### config.mk
export PLATFORM = sky130hd
export DESIGN_NAME = triangle_vertex_loader
export DESIGN_NICKNAME = d
export VERILOG_FILES = /design/src/rtl/triangle_pkg.sv /design/src/rtl/triangle_vertex_loader.sv
export SDC_FILE = /design/constraint.sdc
export NUM_CORES = 1
export LEC_CHECK = 0
export BUFFER_PORTS_ARGS = -buffer_cell sky130_fd_sc_hd__buf_2
export CORE_MARGIN = 5
export CORE_UTILIZATION = 36
export CTS_CLUSTER_SIZE = 12
export DETAILED_ROUTE_END_ITERATION = 6
export HOLD_SLACK_MARGIN = 0.08
export PLACE_DENSITY = 0.65
export SLEW_MARGIN = 15
export SYNTH_ARGS = -nofsm -noshare
export SYNTH_HDL_FRONTEND = slang
export SYNTH_SLANG_ARGS = --single-unit
export TNS_END_PERCENT = 30
### constraint.sdc
create_clock -name CLOCK_50 -period 2.2 [get_ports CLOCK_50]
set_clock_uncertainty 0.2 [all_clocks]
set_input_delay 0.22 -clock CLOCK_50 [delete_from_list [all_inputs] [get_ports CLOCK_50]]
set_output_delay 0.22 -clock CLOCK_50 [all_outputs]
set_load 0.01 [all_outputs]
### src/rtl/triangle_pkg.sv
// rtl/triangle_pkg.sv - shared constants and types for the triangle vertex loader
package triangle_pkg;

    localparam int COORD_W = 11;
    localparam int AREA_W  = 21;
    localparam int CNT_W   = 4;
    localparam int IDX_W   = 3;

    typedef enum logic [1:0] {
        ST_LOAD   = 2'd0,
        ST_SETTLE = 2'd1,
        ST_RESULT = 2'd2
    } state_e;

    localparam logic [IDX_W-1:0] IDX_AX = 3'd0;
    localparam logic [IDX_W-1:0] IDX_AY = 3'd1;
    localparam logic [IDX_W-1:0] IDX_BX = 3'd2;
    localparam logic [IDX_W-1:0] IDX_BY = 3'd3;
    localparam logic [IDX_W-1:0] IDX_CX = 3'd4;
    localparam logic [IDX_W-1:0] IDX_CY = 3'd5;

endpackage

### src/rtl/triangle_vertex_loader.sv
// rtl/triangle_vertex_loader.sv - loads six coordinates, waits for the area unit, returns |det|, orientation and degeneracy
module triangle_vertex_loader #(
    parameter int COORD_W = triangle_pkg::COORD_W,
    parameter int AREA_W  = triangle_pkg::AREA_W,
    parameter int SETTLE  = 2
) (
    input  logic               CLOCK_50,
    input  logic               reset_n,
    input  logic [COORD_W-1:0] coord_in,
    input  logic               coord_valid,
    output logic               coord_ready,
    output logic [COORD_W-1:0] ax,
    output logic [COORD_W-1:0] ay,
    output logic [COORD_W-1:0] bx,
    output logic [COORD_W-1:0] by,
    output logic [COORD_W-1:0] cx,
    output logic [COORD_W-1:0] cy,
    input  logic [AREA_W-1:0]  area_in,
    output logic               res_valid,
    input  logic               res_ready,
    output logic [AREA_W-1:0]  res_area,
    output logic               res_cw,
    output logic               res_degenerate,
    output logic               busy
);

    import triangle_pkg::*;

    localparam logic [CNT_W-1:0] SETTLE_CNT = CNT_W'(SETTLE);

    state_e             state_q, state_d;
    logic [IDX_W-1:0]   idx_q, idx_d;
    logic [CNT_W-1:0]   cnt_q, cnt_d;
    logic [COORD_W-1:0] ax_q, ax_d, ay_q, ay_d, bx_q, bx_d;
    logic [COORD_W-1:0] by_q, by_d, cx_q, cx_d, cy_q, cy_d;
    logic [AREA_W-1:0]  res_area_q, res_area_d;
    logic               res_cw_q, res_cw_d;
    logic               res_degenerate_q, res_degenerate_d;

    logic               load_fire;
    logic               settle_done;
    logic [AREA_W-1:0]  area_mag;

    // Handshake and settle-timer conditions shared by next-state and datapath logic
    always_comb begin
        load_fire   = (state_q == ST_LOAD) && coord_valid;
        settle_done = (state_q == ST_SETTLE) && (cnt_q == SETTLE_CNT);
        // The most negative determinant maps to 2^(AREA_W-1), still representable unsigned
        area_mag    = area_in[AREA_W-1] ? ((~area_in) + AREA_W'(1)) : area_in;
    end

    // All state flops; async assert clears the outputs the moment reset_n falls
    always_ff @(posedge CLOCK_50 or negedge reset_n) begin
        if (!reset_n) begin
            state_q          <= ST_LOAD;
            idx_q            <= '0;
            cnt_q            <= '0;
            ax_q             <= '0;
            ay_q             <= '0;
            bx_q             <= '0;
            by_q             <= '0;
            cx_q             <= '0;
            cy_q             <= '0;
            res_area_q       <= '0;
            res_cw_q         <= 1'b0;
            res_degenerate_q <= 1'b0;
        end else begin
            state_q          <= state_d;
            idx_q            <= idx_d;
            cnt_q            <= cnt_d;
            ax_q             <= ax_d;
            ay_q             <= ay_d;
            bx_q             <= bx_d;
            by_q             <= by_d;
            cx_q             <= cx_d;
            cy_q             <= cy_d;
            res_area_q       <= res_area_d;
            res_cw_q         <= res_cw_d;
            res_degenerate_q <= res_degenerate_d;
        end
    end

    // Next-state: load six words, settle, then hold the result until consumed
    always_comb begin
        state_d = state_q;
        case (state_q)
            ST_LOAD:   if (load_fire && (idx_q == IDX_CY)) state_d = ST_SETTLE;
            ST_SETTLE: if (settle_done) state_d = ST_RESULT;
            ST_RESULT: if (res_ready) state_d = ST_LOAD;
            default:   state_d = ST_LOAD;
        endcase
    end

    // Datapath: coordinate write-by-index, settle counter and result capture
    always_comb begin
        idx_d            = idx_q;
        cnt_d            = cnt_q;
        ax_d             = ax_q;
        ay_d             = ay_q;
        bx_d             = bx_q;
        by_d             = by_q;
        cx_d             = cx_q;
        cy_d             = cy_q;
        res_area_d       = res_area_q;
        res_cw_d         = res_cw_q;
        res_degenerate_d = res_degenerate_q;

        if (load_fire) begin
            case (idx_q)
                IDX_AX:  ax_d = coord_in;
                IDX_AY:  ay_d = coord_in;
                IDX_BX:  bx_d = coord_in;
                IDX_BY:  by_d = coord_in;
                IDX_CX:  cx_d = coord_in;
                default: cy_d = coord_in;
            endcase
            if (idx_q == IDX_CY) begin
                idx_d = '0;
                cnt_d = '0;
            end else begin
                idx_d = idx_q + 3'd1;
            end
        end

        if (state_q == ST_SETTLE) begin
            if (settle_done) begin
                res_area_d       = area_mag;
                res_cw_d         = area_in[AREA_W-1];
                res_degenerate_d = (area_in == '0);
            end else begin
                cnt_d = cnt_q + 4'd1;
            end
        end
    end

    // Outputs decoded from the registered state
    always_comb begin
        coord_ready    = (state_q == ST_LOAD);
        res_valid      = (state_q == ST_RESULT);
        busy           = (state_q != ST_LOAD);
        ax             = ax_q;
        ay             = ay_q;
        bx             = bx_q;
        by             = by_q;
        cx             = cx_q;
        cy             = cy_q;
        res_area       = res_area_q;
        res_cw         = res_cw_q;
        res_degenerate = res_degenerate_q;
    end

endmodule
# After elaboration in Yosys (flattened, before gate mapping)
# Index checks and enable logic that the tools add are counted.
[word_totals] elab_cells=54 reg_bits=98 out_inout_bits=92
[classes] n_reduce_logical=16 eq_ne=11 addsub=3 muxes=10 n_bitwise=2
[op_table] cell="adder 21 x 1 -> 21 bit (second input constant)" n=1
[op_table] cell="logical NOT 21 bit" n=1
[op_table] cell="2-to-1 mux 21 bit" n=1
[op_table] cell="inverter 21 bit" n=1
[op_table] cell="2-to-1 mux 4 bit" n=4
[op_table] cell="AND reduction 2 bit" n=7
[op_table] cell="equality test 3 x 2 -> 1 bit (second input constant)" n=2
[op_table] cell="equality test 3 bit (second input constant)" n=2
[op_table] cell="2-to-1 mux 2 bit" n=3
[op_table] cell="one-hot mux 2 bit (3 select lines)" n=1
[op_table] cell="OR reduction 5 bit" n=1
[op_table] cell="adder 4 x 1 -> 4 bit (second input constant)" n=1
[op_table] cell="equality test 4 x 2 -> 1 bit (second input constant)" n=1
[op_table] cell="inequality test 2 x 1 -> 1 bit (second input constant)" n=2
[op_table] cell="adder 3 x 1 -> 3 bit (second input constant)" n=1
[op_table] cell="equality test 3 x 1 -> 1 bit (second input constant)" n=1
[op_table] cell="logical AND 1 bit" n=3
[op_table] cell="logical NOT 3 bit" n=1
[op_table] cell="2-to-1 mux 3 bit" n=1
[op_table] cell="AND reduction 3 bit" n=1
[op_table] cell="equality test 2 x 1 -> 1 bit (second input constant)" n=1
[op_table] cell="equality test 2 bit (second input constant)" n=1
[op_table] cell="logical NOT 2 bit" n=1
[op_table] cell="inequality test 2 bit (second input constant)" n=1
[op_table] cell="other kinds (2)" n=2

# Longest topological paths before layout
# Gate-level depths: netlist of run 1.
[logic_depth] word_depth=5 depth_mapped=8 depth_no_buf=7

# Worst setup path before layout of run 1
# No wires, ideal clock.
[synth_path] kind="input to register" startpoint="input port area_in[0]" endpoint="register res_degenerate_q (netlist: res_degenerate)" n_path_buf=0 cell_stages=6 t_arrival_ns=1.862 setup_time_ns=0.092 setup_slack_ns=0.046 t_required_ns=1.908 path_cell_list="inv_1 > ha_1 > or3b_2 > or4_4 > or3_1 > o31ai_2"
[synth_between] elab_chain_len=1
[synth_rtl] element="start: declaration" line_no="triangle_vertex_loader.sv:18" rtl="input logic [AREA_W-1:0] area_in,"
[synth_rtl] element="logical NOT 21 bit" line_no="triangle_vertex_loader.sv:129" rtl="res_degenerate_d = (area_in == '0);"
[synth_rtl] element="end signal: assignment" line_no="triangle_vertex_loader.sv:79" rtl="res_degenerate_q <= res_degenerate_d;"
[synth_rtl] element="end: declaration" line_no="triangle_vertex_loader.sv:38" rtl="logic res_degenerate_q, res_degenerate_d;"
# No other way between the ends.
# A chain may end at the register's enable or synchronous reset.

# Worst setup path after layout of run 1
[layout_path] startpoint="register idx_q[0]" endpoint="register cy_q[2] (netlist: cy[2])"
[layout_between] elab_chain_len=4 elab_cells_between_ends=8 cone_classes="4 x eq/ne; 1 x bitwise; 3 x reduce/logical"
[layout_rtl] element="start: declaration" line_no="triangle_vertex_loader.sv:32" rtl="logic [IDX_W-1:0] idx_q, idx_d;"
[layout_rtl] element="start signal: assignment" line_no="triangle_vertex_loader.sv:69" rtl="idx_q <= idx_d;"
[layout_rtl] element="equality test 3 bit, or another cell as far along" line_no="triangle_vertex_loader.sv:109" rtl="case (idx_q)"
[layout_rtl] element="OR reduction 5 bit (no line) (*)"
[layout_rtl] element="inverter 1 bit (no line) (*)"
[layout_rtl] element="AND reduction 2 bit (no line) (*)"
[layout_rtl] element="end signal: assignment" line_no="triangle_vertex_loader.sv:76" rtl="cy_q <= cy_d;"
[layout_rtl] element="end: declaration" line_no="triangle_vertex_loader.sv:35" rtl="logic [COORD_W-1:0] by_q, by_d, cx_q, cx_d, cy_q, cy_d;"
# Mark *: on every way between the ends. The rest lies on a longest branch, timed or not.

==> insert_results.sql, run 1 <==
INSERT INTO impl_metrics (metric_group, metric, value, unit) VALUES
('placement', 'post_dp_cell_area', '5130', 'sq um'),
('clock_tree', 'clk_root_buffer_cell', 'clkbuf_16', ''),
('clock_tree', 'cts_sinks', '98', ''),
('clock_tree', 'cts.repair.resized', '0', ''),
('detailed_routing', 'antenna_left', '0', ''),
('synthesis', 'post_synth_main_area_contributors', 'dfrtp_1 59%, mux2_2 18%, xor2_1 3.6%, nand2_1 3.2%, o21ai_0 3.2%', ''),
('finish', 'fin_util', '49.9', '%'),
('setup_path', 'r2r_slack', '170', 'ps'),
('finish', 'final.fill_count', '1052', ''),
('setup_path', 'crit-reg2reg-launch', 'idx_q[0]', ''),
('synthesis', 'yosys_most_used_dff', 'dfrtp_1', ''),
('detailed_routing', 'drc_viols', '0', ''),
('floorplanning', 'top_level_ports', '128', ''),
('detailed_routing', 'detailroute.via_count', '3146', ''),
('worst_hold_path', 'hold-path-cell-count', '4', ''),
('pwr', 'swShare', '35.2', '%'),
('pwr', 'share_comb_of_total_power', '39.1', '%'),
('grt', 'gr-usage-met2', '22.7', '%'),
('synthesis', 'synth_cells', '325', ''),
('grt', 'global_route.usage.met1', '20.1', '%'),
('grt', 'antenna_found_initial', '0', ''),
('placement', 'place_worst_setup_slack', '-166', 'ps'),
('floorplanning', 'core.rowCount', '39', ''),
('timing', 'hold_viol', '0', ''),
('worst_hold_path', 'worstHoldStart', 'area_in[14]', ''),
('synthesis', 'synth_top_cell_area_share', '58.7', '%'),
('finish', 'layout-area-overhead-vs-synth', '36.3', '%'),
('clock_tree', 'worst_skew_pair.late_latency', '340', 'ps'),
('run', 'cap_viol_max_count', '0', ''),
('synthesis', 'post_synth.cell_area_avg', '12.9', 'sq um'),
('pwr', 'power_frac_seq', '41.8', '%'),
('timing', 'fin_crit_sh', '92.5', '%'),
('pwr', 'power_density', '1360', 'nW/um^2'),
('clock_tree', 'hold_buffers', '28', ''),
('setup_path', 'worstSetupEndpoint', 'cy[2]', ''),
('clock_tree', 'cts_max_path_buffers', '2', ''),
('setup_path', 'endpoint_kind', 'register', ''),
('grt', 'top_usage_layer', 'met2', ''),
('clock_tree', 'inserted_clock_buffers', '9', ''),
('timing', 'worstMarginPinSlew', '555', 'ps'),
('synthesis', 'synth.yosys.warnings', '0', ''),
('finish', 'final_nets', '541', ''),
('outcome', 'outcome', 'finished clean', ''),
('floorplanning', 'chip_height', '118', 'um'),
('grt', 'grtUsageMet3', '4.85', '%'),
('setup_path', 'regToRegEndpoint', 'cy[2]', ''),
('timing', 'report.final.setup_viol', '0', ''),
('timing', 'rsz_0062_raised_after_global_routing', 'false', ''),
('timing', 'relative_slew_slack', '63.0', '%'),
('synthesis', 'most_area_hungry_cell_type_in_the_yosys_netlist', 'dfrtp_1', ''),
('setup_path', 'critPathMaxFanout', '11', ''),
('clock_tree', 'cts.clk_slew.worst_paths', '70', 'ps'),
('pwr', 'peakVddDrop', '0.756', 'mV'),
('detailed_routing', 'vias_per_std_cell', '4.85', ''),
('floorplanning', 'core_area', '11400', 'sq um'),
('pwr', 'pwr-share-clk', '19.1', '%'),
('synthesis', 'synthesis.nets', '365', ''),
('synthesis', 'synth_enable_flop_cells', '0', ''),
('timing', 'clock.fmax', '0.492', 'GHz'),
('setup_path', 'startpoint_type', 'register', ''),
('setup_path', 'critPathArrivalTime', '2070', 'ps'),
('timing', 'setup_ws', '166', 'ps'),
('grt', 'grt_pass1_wl', '17100', 'um'),
('setup_path', 'reg2reg_depth', '4', ''),
('synthesis', 'synth.distinct_cells', '32', ''),
('pwr', 'leakagePower', '0.00277', 'uW'),
('timing', 'slew_viol_final', '0', ''),
('grt', 'grt_pass1_vias', '3311', ''),
('setup_path', 'critPathKind', 'register to register', ''),
('grt', 'maximum_number_of_pins_on_one_net_before_global_route_repair', '46', ''),
('detailed_routing', 'first_iter_violations', '146', '');
## worst min path at each step
stage / to / slack, ps
detailed placement: by[6] / -0.9
CTS: res_area[8] / 80
floorplan: ax[0] / -280
finish: res_area[15] / 100
global placement: by[6] / -7
global route: res_area[8] / 110
## Yosys cell counts, types with 2 or more instances
cell	instances
xor2_1	17
mux2_2	66
ha_1	4
clkbuf_1	10
xnor2_1	2
or4_1	2
nand2_1	36
or4_4	4
dfrtp_1	98
nor2b_1	2
o21ai_0	27
and2_1	4
inv_1	6
nand2b_1	2
nand3_1	5
o21ai_1	7
or3_1	5
o41ai_2	2
o31ai_1	6
buf_6	3
nor2_1	5
o31ai_2	2
## metrics by stage
stage / total power (uW) / hold WS (ps) / instances / setup TNS [ps]
CTS: 7870 / 84.5 / 649 / 0
floorplan: 4880 / -276 / 325 / 0
global placement: 6220 / -7.47 / 605 / -328
detailed placement: 6330 / -0.879 / 605 / -819
finish: 7740 / 97.3 / 649 / 0
global route: 8310 / 111 / 649 / 0
## layer usage
metal | share of wire [%] | vias to the layer above
met5 | 0 | -
met4 | 2.0 | 0
met3 | 8.0 | 15
met2 | 45 | 118
met1 | 45 | 1521
li1 | - | 1492
## logic make-up after synthesis
logic type	after synthesis	share of synthesized area (%)
fa+ha+maj	4	1.20
buf+inv	20	2.43
xor+xnor	19	3.98
simple gates	71	8.72
compound gates	46	6.95
flops	98	58.7
mux	67	18.0
## registers in the layout (all words and copies together), names as in the netlist, 4 cells and up
register	flops
by	11
cx	11
bx	11
ax	11
ay	11
res_area	21
cnt_q	4
cy	11
## layout by cell type (no fill, tap or decap), types with 3 or more instances in the layout
cell / synthesis / final
o21ai_0: 27 / 27
inv_1: 6 / 6
nand3_1: 5 / 5
buf_4: 0 / 22
or3_1: 5 / 5
buf_12: 0 / 3
ha_1: 4 / 4
nand2_1: 36 / 36
nor2_1: 5 / 5
xor2_1: 17 / 17
clkbuf_16: 0 / 9
buf_2: 0 / 126
or4_4: 4 / 4
o31ai_1: 6 / 6
mux2_2: 66 / 66
dlygate4sd3_1: 0 / 28
dfrtp_1: 98 / 98
and2_1: 4 / 4
o21ai_1: 7 / 7
## final cells by class
cell class | count | area (sq um) | area share, %
inverter | 6 | 22.5 | 0.396
clock buffer | 9 | 225 | 3.96
multi-input combinational | 207 | 1620 | 28.5
tap | 143 | 179 | 3.14
clock inverter | 7 | 53.8 | 0.945
timing repair buffer | 179 | 1140 | 20.0
sequential | 98 | 2450 | 43.1
## power by group through the flow
stage,sequential [uW],combinational (uW),clock (uW)
after global placement,3240,2980,0
after detailed placement,3270,3060,0
after global routing,3350,3360,1610
after CTS,3250,3100,1530
final,3240,3030,1480
after floorplan,3580,1300,0
## worst max-delay path, stage by stage, from the launching register on
cell	delay (ps)
dfrtp_1	460
and2_1	200
ha_1	190
a211o_1	500
mux2_2	360
(Power assumes the default switching activity.)
==> run 2, diff against run 1 <==
==> constraint.sdc (replaced) <==
create_clock -name CLOCK_50 -period 2.2 [get_ports CLOCK_50]
set_clock_uncertainty 0.2 [all_clocks]
set_input_delay 0 -clock CLOCK_50 [delete_from_list [all_inputs] [get_ports CLOCK_50]]
set_output_delay 0 -clock CLOCK_50 [all_outputs]
set_load 0.01 [all_outputs]
==> insert_results.sql, run 2 (same netlist as run 1, synthesis figures left out) <==
INSERT INTO impl_metrics (metric_group, metric, value, unit) VALUES
('timing', 'slew_viol_final', '0', ''),
('detailed_routing', 'vias_per_std_cell', '4.91', ''),
('grt', 'grt_remaining_overflow', '0', ''),
('pwr', 'power_density', '1360', 'nW/um^2'),
('timing', 'rsz_0062_raised_after_global_routing', 'true', ''),
('setup_path', 'crit-reg2reg-launch', 'idx_q[0]', ''),
('grt', 'grt_pass1_wl', '17100', 'um'),
('finish', 'final.fill_count', '1025', ''),
('timing', 'relative_slew_slack', '60.5', '%'),
('floorplanning', 'die_width', '118', 'um'),
('timing', 'fin_tns_setup', '0', 'ps'),
('clock_tree', 'cts_max_path_buffers', '2', ''),
('timing', 'report.final.setup_viol', '0', ''),
('setup_path', 'critPathLaunch', 'area_in[5]', ''),
('clock_tree', 'clock_tree_from_tritoncts', 'done', ''),
('detailed_routing', 'antenna_left', '0', ''),
('setup_path', 'endpoint_kind', 'register', ''),
('detailed_routing', 'drc_viols', '0', ''),
('clock_tree', 'cts_sinks', '98', ''),
('clock_tree', 'clk_root_buffer_cell', 'clkbuf_16', ''),
('detailed_routing', 'routed_wl', '10200', 'um'),
('setup_path', 'startpoint_type', 'input pin', ''),
('outcome', 'outcome', 'complete, but fails checks', ''),
('pwr', 'leakagePower', '0.00281', 'uW'),
('detailed_routing', 'detailroute.via_count', '3204', ''),
('setup_path', 'critPathKind', 'input pin to register', ''),
('floorplanning', 'core_area', '11400', 'sq um'),
('run', 'cap_viol_max_count', '0', ''),
('finish', 'largest_reg_flops', '21', ''),
('finish', 'num_antenna_cells', '0', ''),
('pwr', 'peakVddDrop', '0.714', 'mV'),
('grt', 'antenna_found_initial', '0', ''),
('clock_tree', 'worst_skew_pair.late_latency', '350', 'ps'),
('floorplanning', 'start_util', '36.6', '%'),
('detailed_routing', 'first_iter_violations', '187', ''),
('grt', 'maximum_number_of_pins_on_one_net_before_global_route_repair', '56', ''),
('setup_path', 'worstSetupEndpoint', 'res_degenerate', ''),
('detailed_routing', 'routed_wire_per_std_cell', '15.6', 'um'),
('setup_path', 'critPathArrivalTime', '2210', 'ps'),
('finish', 'layout-area-overhead-vs-synth', '38.7', '%'),
('outcome', 'violations', 'hold timing', ''),
('floorplanning', 'core.rowCount', '39', ''),
('worst_hold_path', 'min-delay-path-class', 'input pin to register', ''),
('setup_path', 'regToRegEndpoint', 'cy[5]', ''),
('clock_tree', 'clock_tree.htree_level_count', '3', ''),
('finish', 'most-common-layout-cells', '126 x buf_2, 98 x dfrtp_1, 66 x mux2_2', ''),
('pwr', 'finalPower', '7910', 'uW'),
('timing', 'worstMarginPinSlew', '592', 'ps'),
('setup_path', 'reg2reg_depth', '4', ''),
('placement', 'io_buffer_count', '127', ''),
('finish', 'leading_cell_type_in_the_layout_fill_and_taps_excluded', 'buf_2', ''),
('finish', 'final_nets', '545', ''),
('timing', 'hold_viol', '2', ''),
('setup_path', 'critPathMaxFanout', '5', ''),
('placement', 'place.gp.congestion', '0.784', ''),
('clock_tree', 'inserted_clock_buffers', '9', ''),
('grt', 'globalRouteTotalUtil', '15.0', '%'),
('setup_path', 'cp_data_required_time', '2250', 'ps'),
('floorplanning', 'top_level_ports', '128', ''),
('timing', 'clock.fmax', '0.462', 'GHz'),
('detailed_routing', 'drtPass1Iterations', '4', ''),
('setup_path', 'r2r_slack', '160', 'ps'),
('clock_tree', 'cts.clk_slew.worst_paths', '60', 'ps'),
('floorplanning', 'chip_height', '118', 'um'),
('timing', 'timing.final.crit_period', '2160', 'ps'),
('placement', 'hpwl_after_detailed_placement', '7320', 'um'),
('floorplanning', 'design.die.area', '13900', 'sq um'),
('timing', 'fin_crit_sh', '98.3', '%'),
('finish', 'drive_gt1_share', '47.6', '%'),
('grt', 'grt_pass1_vias', '3373', ''),
('timing', 'worst_hold_slack', '-9.78', 'ps');
[run 2: worst min path at each step]
stage / startpoint / to / slack (ps) / cells past startpoint
4_1_cts: area_in[9] / res_area[9] / -210 / 3
3_3_place_gp: reset_n / ax[0] / -170 / 1
2_1_floorplan: reset_n / ax[0] / -500 / 0
6_report: area_in[9] / res_area[11] / -10 / 5
3_5_place_dp: reset_n / ax[0] / -150 / 1
5_1_grt: area_in[7] / res_area[10] / 50 / 5
[run 2: worst max-delay path: stages]
cell and delay (ps):
dlygate4sd3_1 550, buf_2 150, or3_4 400, or4_4 570
or3_4 360, o31ai_2 190
[run 2: what timing repair did]
action,in CTS,in global routing
setup endpoints to repair,0,7
setup buffers,0,5
hold endpoints to repair,192,5
gates resized for setup,0,9
hold buffers,35,3
[run 2: stage by stage]
step	setup WS [ps]	instance area (sq um)	util [%]	hold WS [ps]	instances
final	37.3	5790	50.7	-9.78	653
after global routing	-15.2	5790	50.7	52.5	653
after CTS	18.2	5690	49.9	-214	645
after detailed placement	48.6	5040	44.1	-155	594
after global placement	140	5040	44.1	-167	594
after floorplan	50.6	4180	-	-496	325
[run 2: power breakdown]
part	switching [uW]	leakage (uW)	internal, uW
combinational	1510	0.00148	1570
sequential	536	0.00118	2710
clock	665	0.000150	918
total	2710	0.00281	5200
[run 2: routing by layer]
| metal | up-vias | global-route usage [%] | share of wire [%] |
|---|---|---|---|
| li1 | 1506 | - | - |
| met2 | 111 | 23.0 | 45 |
| met3 | 13 | 4.28 | 6.5 |
| met4 | 0 | 6.02 | 1.8 |
| met5 | - | 0 | 0 |
| met1 | 1574 | 20.1 | 46 |
[run 2: cell type report]
type	count	area, sq um	area share (%)
Clock buffer	11	243	4.19
Clock inverter	5	61.3	1.06
Inverter	6	22.5	0.389
Multi-Input combinational cell	207	1660	28.6
Sequential cell	98	2450	42.3
Tap cell	143	179	3.09
Timing Repair Buffer	183	1180	20.3
==> run 3, diff against run 2 <==
GPL_ROUTABILITY_DRIVEN = 0   (was not set)
SLEW_MARGIN = 20   (was 15)
clock period = 2.76 ns   (was 2.2 ns; I/O delays follow)
==> insert_results.sql, run 3 (same netlist as run 1, synthesis figures left out) <==
INSERT INTO impl_metrics (metric_group, metric, value, unit) VALUES
('placement', 'io_buffer_count', '127', ''),
('setup_path', 'startpoint_type', 'input pin', ''),
('finish', 'final_nets', '541', ''),
('finish', 'drive_gt1_share', '44.4', '%'),
('setup_path', 'critPathKind', 'input pin to register', ''),
('clock_tree', 'clock_tree_from_tritoncts', 'done', ''),
('pwr', 'pwr-share-clk', '19.9', '%'),
('setup_path', 'crit-reg2reg-launch', 'cnt_q[0]', ''),
('finish', 'largest_reg_flops', '21', ''),
('floorplanning', 'chip_height', '118', 'um'),
('floorplanning', 'top_level_ports', '128', ''),
('timing', 'slew_viol_final', '0', ''),
('setup_path', 'cp_data_required_time', '2760', 'ps'),
('setup_path', 'critPathArrivalTime', '2700', 'ps'),
('detailed_routing', 'vias_per_std_cell', '4.81', ''),
('timing', 'timing.final.crit_period', '2700', 'ps'),
('outcome', 'outcome', 'finished clean', ''),
('timing', 'relative_slew_slack', '52.0', '%'),
('detailed_routing', 'detailroute.via_count', '3118', ''),
('grt', 'grt_pass1_wl', '17200', 'um'),
('pwr', 'swShare', '34.2', '%'),
('timing', 'worst_hold_slack', '65.1', 'ps'),
('clock_tree', 'cts_sinks', '98', ''),
('setup_path', 'regToRegEndpoint', 'res_area[0]', ''),
('finish', 'layout-area-overhead-vs-synth', '37.9', '%'),
('pwr', 'power_report.internal_total', '4100', 'uW'),
('floorplanning', 'start_util', '36.6', '%'),
('detailed_routing', 'routed_wl', '10200', 'um'),
('timing', 'setup_ws', '61.2', 'ps'),
('finish', 'final.fill_count', '993', ''),
('pwr', 'share_comb_of_total_power', '38.6', '%'),
('detailed_routing', 'first_iter_violations', '160', ''),
('timing', 'hold_viol', '0', ''),
('finish', 'most-common-layout-cells', '126 x buf_2, 98 x dfrtp_1, 66 x mux2_2', ''),
('floorplanning', 'core_area', '11400', 'sq um'),
('worst_hold_path', 'hold-path-cell-count', '5', ''),
('clock_tree', 'clk_root_buffer_cell', 'clkbuf_16', ''),
('pwr', 'power_frac_seq', '41.4', '%'),
('grt', 'globalRouteTotalUtil', '15.1', '%'),
('setup_path', 'critPathMaxFanout', '5', ''),
('floorplanning', 'die_width', '118', 'um'),
('clock_tree', 'cts.clk_slew.worst_paths', '60', 'ps'),
('floorplanning', 'design.die.area', '13900', 'sq um'),
('clock_tree', 'clock_tree.htree_level_count', '3', ''),
('finish', 'layout.cell_area.non_filler', '5760', 'sq um'),
('grt', 'grt_pass1_vias', '3228', ''),
('pwr', 'finalPower', '6220', 'uW'),
('finish', 'fin_util', '50.4', '%'),
('worst_hold_path', 'worst_hold_path.endpoint', 'res_degenerate', ''),
('placement', 'hpwl_after_detailed_placement', '6920', 'um'),
('detailed_routing', 'drtPass1Iterations', '4', ''),
('clock_tree', 'cts_max_path_buffers', '2', ''),
('setup_path', 'endpoint_kind', 'register', ''),
('clock_tree', 'worst_skew_pair.late_latency', '340', 'ps'),
('finish', 'num_antenna_cells', '0', ''),
('timing', 'worstMarginPinSlew', '717', 'ps'),
('pwr', 'leakagePower', '0.00279', 'uW'),
('pwr', 'net-switching-power', '2130', 'uW'),
('worst_hold_path', 'min-delay-path-class', 'input pin to register', ''),
('detailed_routing', 'antenna_left', '0', ''),
('clock_tree', 'hold_buffers', '49', ''),
('detailed_routing', 'drc_viols', '0', ''),
('timing', 'rsz_0062_raised_after_global_routing', 'true', ''),
('clock_tree', 'inserted_clock_buffers', '9', ''),
('placement', 'post_dp_cell_area', '4950', 'sq um'),
('pwr', 'power_density', '1080', 'nW/um^2'),
('setup_path', 'reg2reg_depth', '8', ''),
('grt', 'antenna_found_initial', '0', ''),
('timing', 'fin_crit_sh', '97.8', '%'),
('detailed_routing', 'routed_wire_per_std_cell', '15.8', 'um'),
('worst_hold_path', 'worstHoldStart', 'area_in[9]', ''),
('run', 'cap_viol_max_count', '0', ''),
('timing', 'clock.fmax', '0.371', 'GHz'),
('floorplanning', 'core.rowCount', '39', ''),
('placement', 'place_worst_setup_slack', '476', 'ps'),
('timing', 'report.final.setup_viol', '0', ''),
('pwr', 'peakVddDrop', '0.507', 'mV'),
('grt', 'grt_remaining_overflow', '0', ''),
('finish', 'leading_cell_type_in_the_layout_fill_and_taps_excluded', 'buf_2', ''),
('setup_path', 'r2r_slack', '210', 'ps'),
('grt', 'maximum_number_of_pins_on_one_net_before_global_route_repair', '88', '');
-- run 3: layout make-up --
type	instances	area (sq um)	share of cell area [%]
Timing Repair Buffer	179	1160	20.2
Tap cell	143	179	3.11
Multi-Input combinational cell	207	1650	28.6
Clock inverter	4	51.3	0.891
Sequential cell	98	2450	42.6
Inverter	6	22.5	0.391
Clock buffer	11	243	4.21
-- run 3: worst max-delay path by stage --
| stage | end | cells after the start | slack, ps | from |
|---|---|---|---|---|
| floorplan | ay[1] | 6 | 610 | state_q[1] |
| global placement | ay[7] | 5 | 540 | state_q[1] |
| detailed placement | ay[4] | 5 | 480 | state_q[1] |
| CTS | res_area[18] | 8 | 30 | area_in[5] |
| global route | res_area[15] | 8 | -60 | area_in[10] |
| finish | res_area[15] | 8 | 60 | area_in[7] |
-- run 3: worst max-delay path, stage by stage --
cell and delay [ps]:
dlygate4sd3_1 550, buf_2 160, or4_4 500, or4_4 470, o41ai_2 250, xor2_1 170, dlygate4sd3_1 560, o21ai_1 60
-- run 3: per-layer routing --
layer / track usage [%] / part of all wire, % / up-vias
met3: 4.85 / 7.0 / 14
met1: 20.1 / 46 / 1500
met2: 23.4 / 46 / 107
met4: 5.16 / 1.5 / 0
met5: 0 / 0 / -
li1: - / - / 1497
-- run 3: repair_timing --
item,in CTS,in global routing
setup buffers,0,1
hold endpoints to repair,191,1
gates resized for setup,0,5
setup endpoints to repair,0,5
-- run 3: power groups by stage --
stage | clock network [uW] | logic, uW | registers [uW]
final | 1240 | 2400 | 2580
after CTS | 1280 | 2450 | 2580
after global placement | 0 | 2310 | 2580
after floorplan | 0 | 1040 | 2850
after global routing | 1340 | 2660 | 2680
after detailed placement | 0 | 2360 | 2590
-- run 3: stage by stage --
step,instances,TNS (ps)
6_report,648,0
2_1_floorplan,325,0
3_3_place_gp,584,0
4_1_cts,648,0
3_5_place_dp,584,0
5_1_grt,648,-70.8
